==> config.mk <==
export PLATFORM = sky130hd
export DESIGN_NAME = queue_ctrl_param
export DESIGN_NICKNAME = d
export VERILOG_FILES = /design/src/rtl/queue_ctrl_param.sv
export SDC_FILE = /design/constraint.sdc
export NUM_CORES = 1
export LEC_CHECK = 0
export CAP_MARGIN = 20
export CORE_MARGIN = 2
export CORE_UTILIZATION = 22
export DETAILED_ROUTE_END_ITERATION = 16
export GPL_TIMING_DRIVEN = 0
export PLACE_DENSITY = 0.77
export SYNTH_ARGS = -nofsm -noshare
export SYNTH_HDL_FRONTEND = slang
export SYNTH_SLANG_ARGS = --single-unit
==> constraint.sdc <==
create_clock -name clk -period 2.2 [get_ports clk]
set_input_delay 0.44 -clock clk [delete_from_list [all_inputs] [get_ports clk]]
set_output_delay 0.44 -clock clk [all_outputs]
set_load 0.05 [all_outputs]
==> src/rtl/queue_ctrl_param.sv <==
// queue_ctrl_param: pointer/handshake controller for a 1R1W register-file queue; QUEUE_CTRL_ALMOST_FULL_EN enables out_almost_full
module queue_ctrl_param #(
  parameter int BITS = 2,
  parameter int SIZE = 4,
  parameter int WIDTH = 32,
  parameter int AFULL_THRESH = 3
) (
  input  logic             clk,
  input  logic             rst,
  input  logic             in_push_valid,
  input  logic [WIDTH-1:0] in_push_data,
  output logic             out_push_ready,
  output logic             out_pop_valid,
  output logic [WIDTH-1:0] out_pop_data,
  input  logic             in_pop_ready,
  output logic             out_wr_en,
  output logic [BITS-1:0]  out_wr_addr,
  output logic [WIDTH-1:0] out_wr_data,
  output logic [BITS-1:0]  out_rd_addr,
  input  logic [WIDTH-1:0] in_rd_data,
  output logic [BITS:0]    out_count,
  output logic             out_empty,
  output logic             out_full,
  output logic             out_almost_full
);
  localparam logic [BITS-1:0] LAST = BITS'(SIZE - 1);
  localparam logic [BITS:0] FULL_CNT = (BITS + 1)'(SIZE);
  logic [BITS-1:0] wr_ptr, rd_ptr;
  logic [BITS:0] count;
  logic push, pop;
  assign out_empty = count == '0;
  assign out_full = count == FULL_CNT;
  assign out_push_ready = !out_full;
  assign out_pop_valid = !out_empty;
  assign push = in_push_valid & out_push_ready;
  assign pop = out_pop_valid & in_pop_ready;
  assign out_wr_en = push;
  assign out_wr_addr = wr_ptr;
  assign out_wr_data = in_push_data;
  assign out_rd_addr = rd_ptr;
  assign out_pop_data = in_rd_data;
  assign out_count = count;
`ifdef QUEUE_CTRL_ALMOST_FULL_EN
  assign out_almost_full = count >= (BITS + 1)'(AFULL_THRESH);
`else
  assign out_almost_full = 1'b0;
`endif
  // Explicit wrap at SIZE-1 keeps non-power-of-two depths in range
  always_ff @(posedge clk) begin
    if (!rst) begin
      wr_ptr <= '0;
      rd_ptr <= '0;
      count <= '0;
    end else begin
      if (push) wr_ptr <= wr_ptr == LAST ? '0 : wr_ptr + 1'b1;
      if (pop) rd_ptr <= rd_ptr == LAST ? '0 : rd_ptr + 1'b1;
      count <= (push && !pop) ? count + 1'b1 : (pop && !push) ? count - 1'b1 : count;
    end
  end
endmodule
Word-level counts from Yosys, hierarchy flattened
Index checks and enable logic that the tools add are counted.
{"block": "word_totals", "reg_bits": 7, "in_bits": 68, "out_inout_bits": 77, "elab_cells": 24}
{"block": "op_classes", "add_sub_neg": 4, "eq_ne": 3, "muxes": 4, "n_bitwise": 2, "reduce_logical": 8}
{"cell": "two-way mux 3 bit", "count": 2}
{"cell": "adder 2 x 1 -> 2 bit (second input constant)", "count": 2}
{"cell": "equality test 2 bit (second input constant)", "count": 2}
{"cell": "logical NOT 1 bit", "count": 4}
{"cell": "two-way mux 2 bit", "count": 2}
{"cell": "adder 3 x 1 -> 3 bit (second input constant)", "count": 1}
{"cell": "equality test 3 bit (second input constant)", "count": 1}
{"cell": "logical NOT 3 bit", "count": 1}
{"cell": "subtractor 3 x 1 -> 3 bit (second input constant)", "count": 1}
{"cell": "bitwise AND 1 bit", "count": 2}
{"cell": "logical AND 1 bit", "count": 2}
{"cell": "nonzero test 2 bit", "count": 1}

Longest topological paths before layout
Gate-level depths: netlist of the first run.
{"block": "logic_depth", "word_depth": 7, "mapped_depth": 8, "depth_no_buf": 8}

Least setup slack after synthesis of the first run
OpenSTA, ideal clock, no wires.
{"block": "synth_timing", "path_type": "reg2reg", "startpoint": "reg count[0] (netlist: out_count[0])", "endpoint": "reg count[2] (netlist: out_count[2])", "setup_ns": 0.070, "arrival_time_ns": 2.898, "t_required_ns": 2.130, "setup_slack_ns": -0.768, "path_stages_with_launch": 9, "path_buffers": 0, "period_less_slack_ns": 2.968, "cell_sequence": "dfxtp_1 nor3b_4 nor2b_2 ha_1 inv_1 fa_1 xor2_1 or3_1 a21boi_1"}
{"block": "synth_via", "elab_chain_cells": 6, "word_cells_on_any_way": 15, "classes_between": "add/sub: 2; eq/ne: 1; mux: 2; bitwise: 2; reduce/logical: 8"}
{"item": "start: declaration", "line": "29", "source": "logic [BITS:0] count;"}
{"item": "start signal: assignment", "line": "57", "source": "count <= (push && !pop) ? count + 1'b1 : (pop && !push) ? count - 1'b1 : count;"}
{"item": "equality test 3 bit *", "line": "32", "source": "assign out_full = count == FULL_CNT;"}
{"item": "named net out_full", "line": "23", "source": "output logic out_full,"}
{"item": "logical NOT 1 bit *", "line": "33", "source": "assign out_push_ready = !out_full;"}
{"item": "bitwise AND 1 bit *", "line": "35", "source": "assign push = in_push_valid & out_push_ready;"}
{"item": "named net out_wr_en", "line": "16", "source": "output logic out_wr_en,"}
{"item": "logical NOT 1 bit", "line": "57"}
{"item": "logical AND 1 bit", "line": "57"}
{"item": "nonzero test 2 bit (no line)"}
Mark *: on every way through the listed nets, which the timed path passes. The rest lies on a longest branch. The select of a mux whose other input is x is not followed.
A chain may end at the register's enable or synchronous reset.

Worst setup path in the final report of the first run
{"block": "layout_timing", "startpoint": "in in_push_valid", "endpoint": "out out_wr_en"}
{"block": "layout_via", "elab_chain_cells": 1}
{"item": "start: declaration", "line": "10", "source": "input logic in_push_valid,"}
{"item": "bitwise AND 1 bit", "line": "35"}
{"item": "end: declaration", "line": "16"}
Every way passes these cells.

==> PnR_summary.wiki, run 1 <==
{| class="wikitable"
! Metric !! Value
|-
| Vias per Instance || 3.71
|-
| Synthesized flop and latch total || 7
|-
| First-pass GRT wire length || 2870 um
|-
| Required time of the critical path || roughly 1.8 ns
|-
| Net total in the final layout || about 260
|-
| Number of different library cells in the post-synthesis netlist || 22
|-
| Leading post-synthesis cells by cell area || buf_4, dfxtp_1, ha_1
|-
| Final instance area || between 0.0015 and 0.002 sq mm
|-
| Post-DP HPWL || ~2000 um
|-
| Post-Syn Instances || 107
|-
| Arrival time at the worst endpoint || approximately 1.7 ns
|-
| Power Dens Cells || a little over 800 mW/mm^2
|-
| Ant. Diodes || 0
|-
| Slowest cell delay on critical path || ~0.56 ns
|-
| Normalized max-slew margin || around two thirds
|-
| Boundary Pins || roughly 150
|-
| Number of buffers inserted by post-CTS setup repair || 0
|-
| Post-synthesis share of cell area spent on xor and xnor gates || just under 2%
|-
| Part of the Yosys area used for sequential elements || 15.8%
|-
| Site Rows || 23
|-
| Mux share of post-synthesis cell area || under 10%
|-
| Pwr Total || 0.00148 W
|-
| Routed WL || about 2200 um
|-
| Type of the setup path with the least slack || input port to output pin
|-
| GP Congestion || between 0.6 and 0.7
|-
| Clock root buffer master || clkbuf_8
|-
| Number of levels the H-tree was split into || 1
|-
| Number of detailed-routing iterations run before antenna repair || 2
|-
| Average wire per cell in the routed design || 9.23 um
|-
| Total number of clock tree sinks || 7
|-
| Antenna violations before repair || 0
|-
| Top-area cell type share of the netlist area || between 50% and 60%
|-
| Average instance area after synthesis || 8.30 sq um
|-
| Routed via count || ~900
|-
| Total global routing overflow || 0
|-
| Die Outline Area || approximately 0.0046 sq mm
|-
| DRC marker count from the first detailed-route iteration || 24
|-
| Final setup slack of the worst path || 0.0823 ns
|-
| Vias in the first global route || 716
|-
| Starting density of the core || between 20% and 30%
|-
| Clock tree from TritonCTS || yes
|-
| Area grow syn2layout || 105%
|-
| Number of nets produced by synthesis || between 150 and 200
|-
| Compound-gate portion of the synthesized area || about 5%
|-
| Basic-gate share of the synthesized area counting and, or, nand and nor cells || a little over a tenth
|-
| Clock latency at the later pin of the worst-skew pair || 0.22 ns
|-
| Top library cells by usage in the layout, fill and taps aside || clkdlybuf4s50_1, buf_4, nand2_1, dfxtp_1
|-
| Clock Skews || approximately 0.00038 ns
|-
| Final-report max-slew violation count || 0
|-
| Worst Setup Slack post-DPL || -0.214 ns
|-
| Classification of the worst-slack hold path || flip-flop to flip-flop
|-
| Maximum number of pins on one net before global-route repair || 11
|-
| Tmin final || 2.12 ns
|-
| Area of the mapped netlist || roughly 900 sq um
|-
| Adder and majority gate portion of the synthesized area || approximately 6.5%
|-
| Port bufs || about 80
|-
| Period utilization || a little over nine tenths
|-
| Worst vdd ir || 0.280 mV
|-
| Worst hold slack across all endpoints || around 0.48 ns
|-
| Detail Route Antenna Nets || 0
|-
| Tightest Pin Transition || 0.521 ns
|-
| Die boundary height || between 60 and 70 um
|-
| Placed Area || approximately 0.0018 sq mm
|-
| Total global-route track usage || between 8 and 9%
|-
| Result of the run || completed
|-
| Combinational family with the most area after synthesis || buffers and inverters
|-
| Kind of start point of the critical path || input port
|-
| Total of warnings raised by yosys || 0
|-
| Achievable Freq || about 470 MHz
|-
| Type of destination of the critical path || output pin
|-
| P_leak || 0.852 nW
|-
| Largest buffer count on any clock path || 2
|-
| RSZ-0062 raised after global routing || false
|-
| CTS Buf Count || 3
|-
| Clock input transition at the sequential cells of the worst setup and hold paths || approximately 0.040 ns
|-
| Leading cell type in the layout, fill and taps excluded || clkdlybuf4s50_1
|-
| Die width || between 60 and 70 um
|-
| Hold Violations, Final || 0
|-
| Dominant cell type by area after synthesis || buf_4
|-
| Final setup violation count || 0
|-
| DRC violations left || 0
|-
| Proportion of layout cells with a drive suffix above 1 || around two fifths
|-
| Max_cap viols || 0
|-
| Worst Path Max Fanout || 4
|-
| Core Area || about 0.0039 sq mm
|-
| Crit-path cells || clkdlybuf4s50_1 -> nor2b_4 -> dlygate4sd2_1
|-
| CP max stage cell || dlygate4sd2_1
|}
-- kinds of logic after synthesis --
family | after synthesis
buf+inv | 69
simple gates | 16
flops | 7
compound gates | 5
fa+ha+maj | 4
mux | 3
xor+xnor | 2
other cells | 1
-- registers in the layout, indices dropped and copies added, names as in the netlist --
name         cells
out_count        3
out_rd_addr      2
out_wr_addr      2
-- cell usage after synthesis (all sizes together) --
cell type  count
buf           65
dfxtp          7
nand2          6
ha             3
inv            3
mux2i          3
o21ai          3
nand3          2
nor2           2
nor2b          2
or3            2
a21boi         1
and2           1
clkbuf         1
conb           1
fa             1
nor3b          1
o31ai          1
xnor2          1
xor2           1
-- path summary, 6_finish.rpt --
check             cells past startpoint  slack [ns]                         from                     endpoint
hold reg to reg                       2        0.48  out_rd_addr[1]$_SDFFE_PN0P_  out_rd_addr[1]$_SDFFE_PN0P_
setup reg to reg                      7        0.21    out_count[0]$_SDFFE_PN0P_    out_count[2]$_SDFFE_PN0P_
hold / removal                        2        0.48  out_rd_addr[1]$_SDFFE_PN0P_  out_rd_addr[1]$_SDFFE_PN0P_
setup / recovery                      3        0.08                in_push_valid                    out_wr_en
-- timing repair --
item | CTS | global route
setup endpoints to repair | 2 | 2
gates resized for setup | 2 | 2
hold buffers | 0 | 0
gates cloned | 0 | 0
-- per-layer routing --
| metal | vias to the layer above | wire, um | global-route usage (%) |
|---|---|---|---|
| met1 | 371 | 722 | 8.92 |
| li1 | 435 | - | - |
| met3 | 2 | 394 | 4.33 |
| met4 | 0 | 8 | 1.53 |
| met5 | - | 0 | 0 |
| met2 | 83 | 1090 | 14.2 |
-- where the power goes --
part           internal, W  switching, W
Combinational     0.000406      0.000653
Clock             0.000125     0.0000515
Sequential        0.000177     0.0000647
-- cell type report --
type                            count  area [sq um]
Fill cell                         387          2120
Timing Repair Buffer               79           793
Buffer                             66           492
Multi-Input combinational cell     31           265
Sequential cell                     7           151
Tap cell                           50          62.6
Clock buffer                        4          45.0
Inverter                            3          11.3
-- metrics by stage --
| stage | setup TNS (ns) | utilization (%) | cells |
|---|---|---|---|
| after CTS | 0 | 46.0 | 240 |
| after floorplan | -0.155 | - | 107 |
| after global routing | 0 | 46.2 | 240 |
| final | 0 | 46.2 | 240 |
| after detailed placement | -0.347 | 45.0 | 236 |
| after global placement | -0.298 | 45.0 | 236 |
-- critical path, delay by kind of cell --
family	cells	cell delay (ns)
buffers and inverters	2	1.01
and+or+nand+nor	1	0.22
Note: power is estimated with default switching activity, not from simulation.
==> run 2, diff against run 1 <==
--- a/config.mk
+++ b/config.mk
@@ -6,11 +6,13 @@
 export NUM_CORES = 1
 export LEC_CHECK = 0
 export CAP_MARGIN = 20
+export CELL_PAD_IN_SITES_DETAIL_PLACEMENT = 1
+export CELL_PAD_IN_SITES_GLOBAL_PLACEMENT = 2
 export CORE_MARGIN = 2
-export CORE_UTILIZATION = 22
+export CORE_UTILIZATION = 10
 export DETAILED_ROUTE_END_ITERATION = 16
 export GPL_TIMING_DRIVEN = 0
-export PLACE_DENSITY = 0.77
+export PLACE_DENSITY = 0.84
 export SYNTH_ARGS = -nofsm -noshare
 export SYNTH_HDL_FRONTEND = slang
 export SYNTH_SLANG_ARGS = --single-unit
==> run 2 against run 1 <==
Effect of this change: utilization down 24 points; highest routed layer unchanged; critical path type unchanged; maximum frequency rose by 0.60%; sequential share of layout area decreased by 0.38 points; clock skew increased by 0.0012 ns; global-route usage is 3.6 points lower.
==> PnR_summary.wiki, run 2 (same netlist as run 1, synthesis figures left out) <==
{| class="wikitable"
! Metric !! Value
|-
| Net total in the final layout || between 200 and 300
|-
| Top library cells by usage in the layout, fill and taps aside || clkdlybuf4s50_1, buf_4, nand2_1, dfxtp_1
|-
| Core Area || 0.00868 sq mm
|-
| Average wire per cell in the routed design || between 8 and 9 um
|-
| Switching part of the total || around half
|-
| First-pass GRT wire length || 3820 um
|-
| Power share of the combinational group || 71.5%
|-
| Normalized max-slew margin || around two thirds
|-
| Clock latency at the later pin of the worst-skew pair || 0.22 ns
|-
| Required time of the critical path || 1.76 ns
|-
| Period utilization || 95.7%
|-
| Antenna violations before repair || 0
|-
| P_leak || 0.862 nW
|-
| Die width || roughly 98 um
|-
| Die Outline Area || approximately 0.0097 sq mm
|-
| Finished Core Util || 22.0%
|-
| Placed Area || about 0.0018 sq mm
|-
| Pwr Total || approximately 0.0015 W
|-
| Leading cell type in the layout, fill and taps excluded || clkdlybuf4s50_1
|-
| Number of detailed-routing iterations run before antenna repair || 1
|-
| DRC violations left || 0
|-
| Worst vdd ir || 0.380 mV
|-
| Maximum number of pins on one net before global-route repair || 11
|-
| DRC marker count from the first detailed-route iteration || 0
|-
| Final-report max-slew violation count || 0
|-
| Site Rows || 34
|-
| Vias per Instance || ~3.1
|-
| Port bufs || between 70 and 80
|-
| Number of levels the H-tree was split into || 1
|-
| Clock input transition at the sequential cells of the worst setup and hold paths || ~0.040 ns
|-
| Routed WL || between 2000 and 2500 um
|-
| Clock power share || about an eighth
|-
| CTS Buf Count || 3
|-
| Tightest Pin Transition || between 0.5 and 0.6 ns
|-
| Detail Route Antenna Nets || 0
|-
| Achievable Freq || roughly 480 MHz
|-
| Type of destination of the critical path || output pin
|-
| Routed via count || between 900 and 1000
|-
| Clock Skews || roughly 0.0015 ns
|-
| Area grow syn2layout || 115%
|-
| Worst hold slack across all endpoints || 0.498 ns
|-
| Tmin final || between 2 and 2.5 ns
|-
| Classification of the worst-slack hold path || flip-flop to flip-flop
|-
| Internal power of the cells || 0.000715 W
|-
| Max_cap viols || 0
|-
| Worst Path Max Fanout || 4
|-
| Final instance area || roughly 0.0019 sq mm
|-
| Starting density of the core || between 10 and 15%
|-
| Final setup violation count || 0
|-
| Hold Violations, Final || 0
|-
| Post-DP HPWL || around 2200 um
|-
| Type of the setup path with the least slack || input port to output pin
|-
| Vias in the first global route || approximately 960
|-
| GP Congestion || 0.619
|-
| RSZ-0062 raised after global routing || false
|-
| Kind of start point of the critical path || input port
|-
| Total number of clock tree sinks || 7
|-
| Final setup slack of the worst path || 0.0950 ns
|-
| Max FFs per register || 3
|-
| Ant. Diodes || 0
|-
| Power Dens Cells || approximately 780 mW/mm^2
|-
| Total global routing overflow || 0
|-
| Total global-route track usage || 4.65%
|-
| Proportion of layout cells with a drive suffix above 1 || 41.1%
|-
| Worst Setup Slack post-DPL || -0.228 ns
|-
| Filler cell count in the final layout || 1038
|-
| Boundary Pins || 145
|-
| Sequential power share || between 15 and 20%
|-
| Clock tree from TritonCTS || yes
|-
| Switching pwr || roughly 0.00077 W
|-
| Arrival time at the worst endpoint || approximately 1.7 ns
|-
| Largest buffer count on any clock path || 2
|-
| Hold-fix buffer count after cts || 0
|-
| Result of the run || completed
|-
| Clock root buffer master || clkbuf_8
|-
| Die boundary height || roughly 98 um
|}
-- run 2: cell types whose count changed in the layout (fill, tap and decap cells not counted) --
cell / before / now
buf_4: 65 / 67
-- run 2: power by group through the flow --
stage | Clock [W] | Combinational [W] | Sequential, W
after floorplan | 0 | 0.000650 | 0.000366
after global placement | 0 | 0.00106 | 0.000245
after detailed placement | 0 | 0.00108 | 0.000249
after CTS | 0.000187 | 0.00107 | 0.000247
after global routing | 0.000201 | 0.00113 | 0.000256
final | 0.000180 | 0.00106 | 0.000244
-- run 2: worst max-delay path, cell delays in order --
cell and delay (ns):
clkdlybuf4s50_1 0.46, nor2b_4 0.20, dlygate4sd2_1 0.56
-- run 2: cell type report --
type / instances / area (sq um) / area share [%]
buffer: 66 / 492 / 25.8
clock buffer: 4 / 45.0 / 2.36
inverter: 3 / 11.3 / 0.590
multi-input combinational: 31 / 265 / 13.9
sequential: 7 / 151 / 7.93
tap: 108 / 135 / 7.08
timing repair buffer: 81 / 808 / 42.4
-- run 2: per-stage QoR --
step / TNS (ns) / cells
after global placement: -0.368 / 294
after CTS: 0 / 298
after floorplan: -0.155 / 107
final: 0 / 300
after detailed placement: -0.376 / 294
after global routing: 0 / 300
-- run 2: final timing paths --
kind	startpoint	slack (ns)	endpoint	cells past startpoint
setup reg to reg	out_count[0]$_SDFFE_PN0P_	0.21	out_count[2]$_SDFFE_PN0P_	7
hold / removal	out_rd_addr[1]$_SDFFE_PN0P_	0.50	out_rd_addr[1]$_SDFFE_PN0P_	2
setup / recovery	in_push_valid	0.1	out_wr_en	3
hold reg to reg	out_rd_addr[1]$_SDFFE_PN0P_	0.50	out_rd_addr[1]$_SDFFE_PN0P_	2
-- run 2: timing repair --
action | in CTS | in global routing
gates cloned | 0 | 0
gates resized for setup | 2 | 2
buffers inserted | 0 | 2
setup endpoints to repair | 2 | 3
hold endpoints to repair | 0 | 0
-- run 2: layer usage --
metal | global-route usage, % | routed length, um
met5 | 0 | 0
met4 | 1.58 | 7
met3 | 1.79 | 394
met2 | 8.48 | 1180
met1 | 4.87 | 860
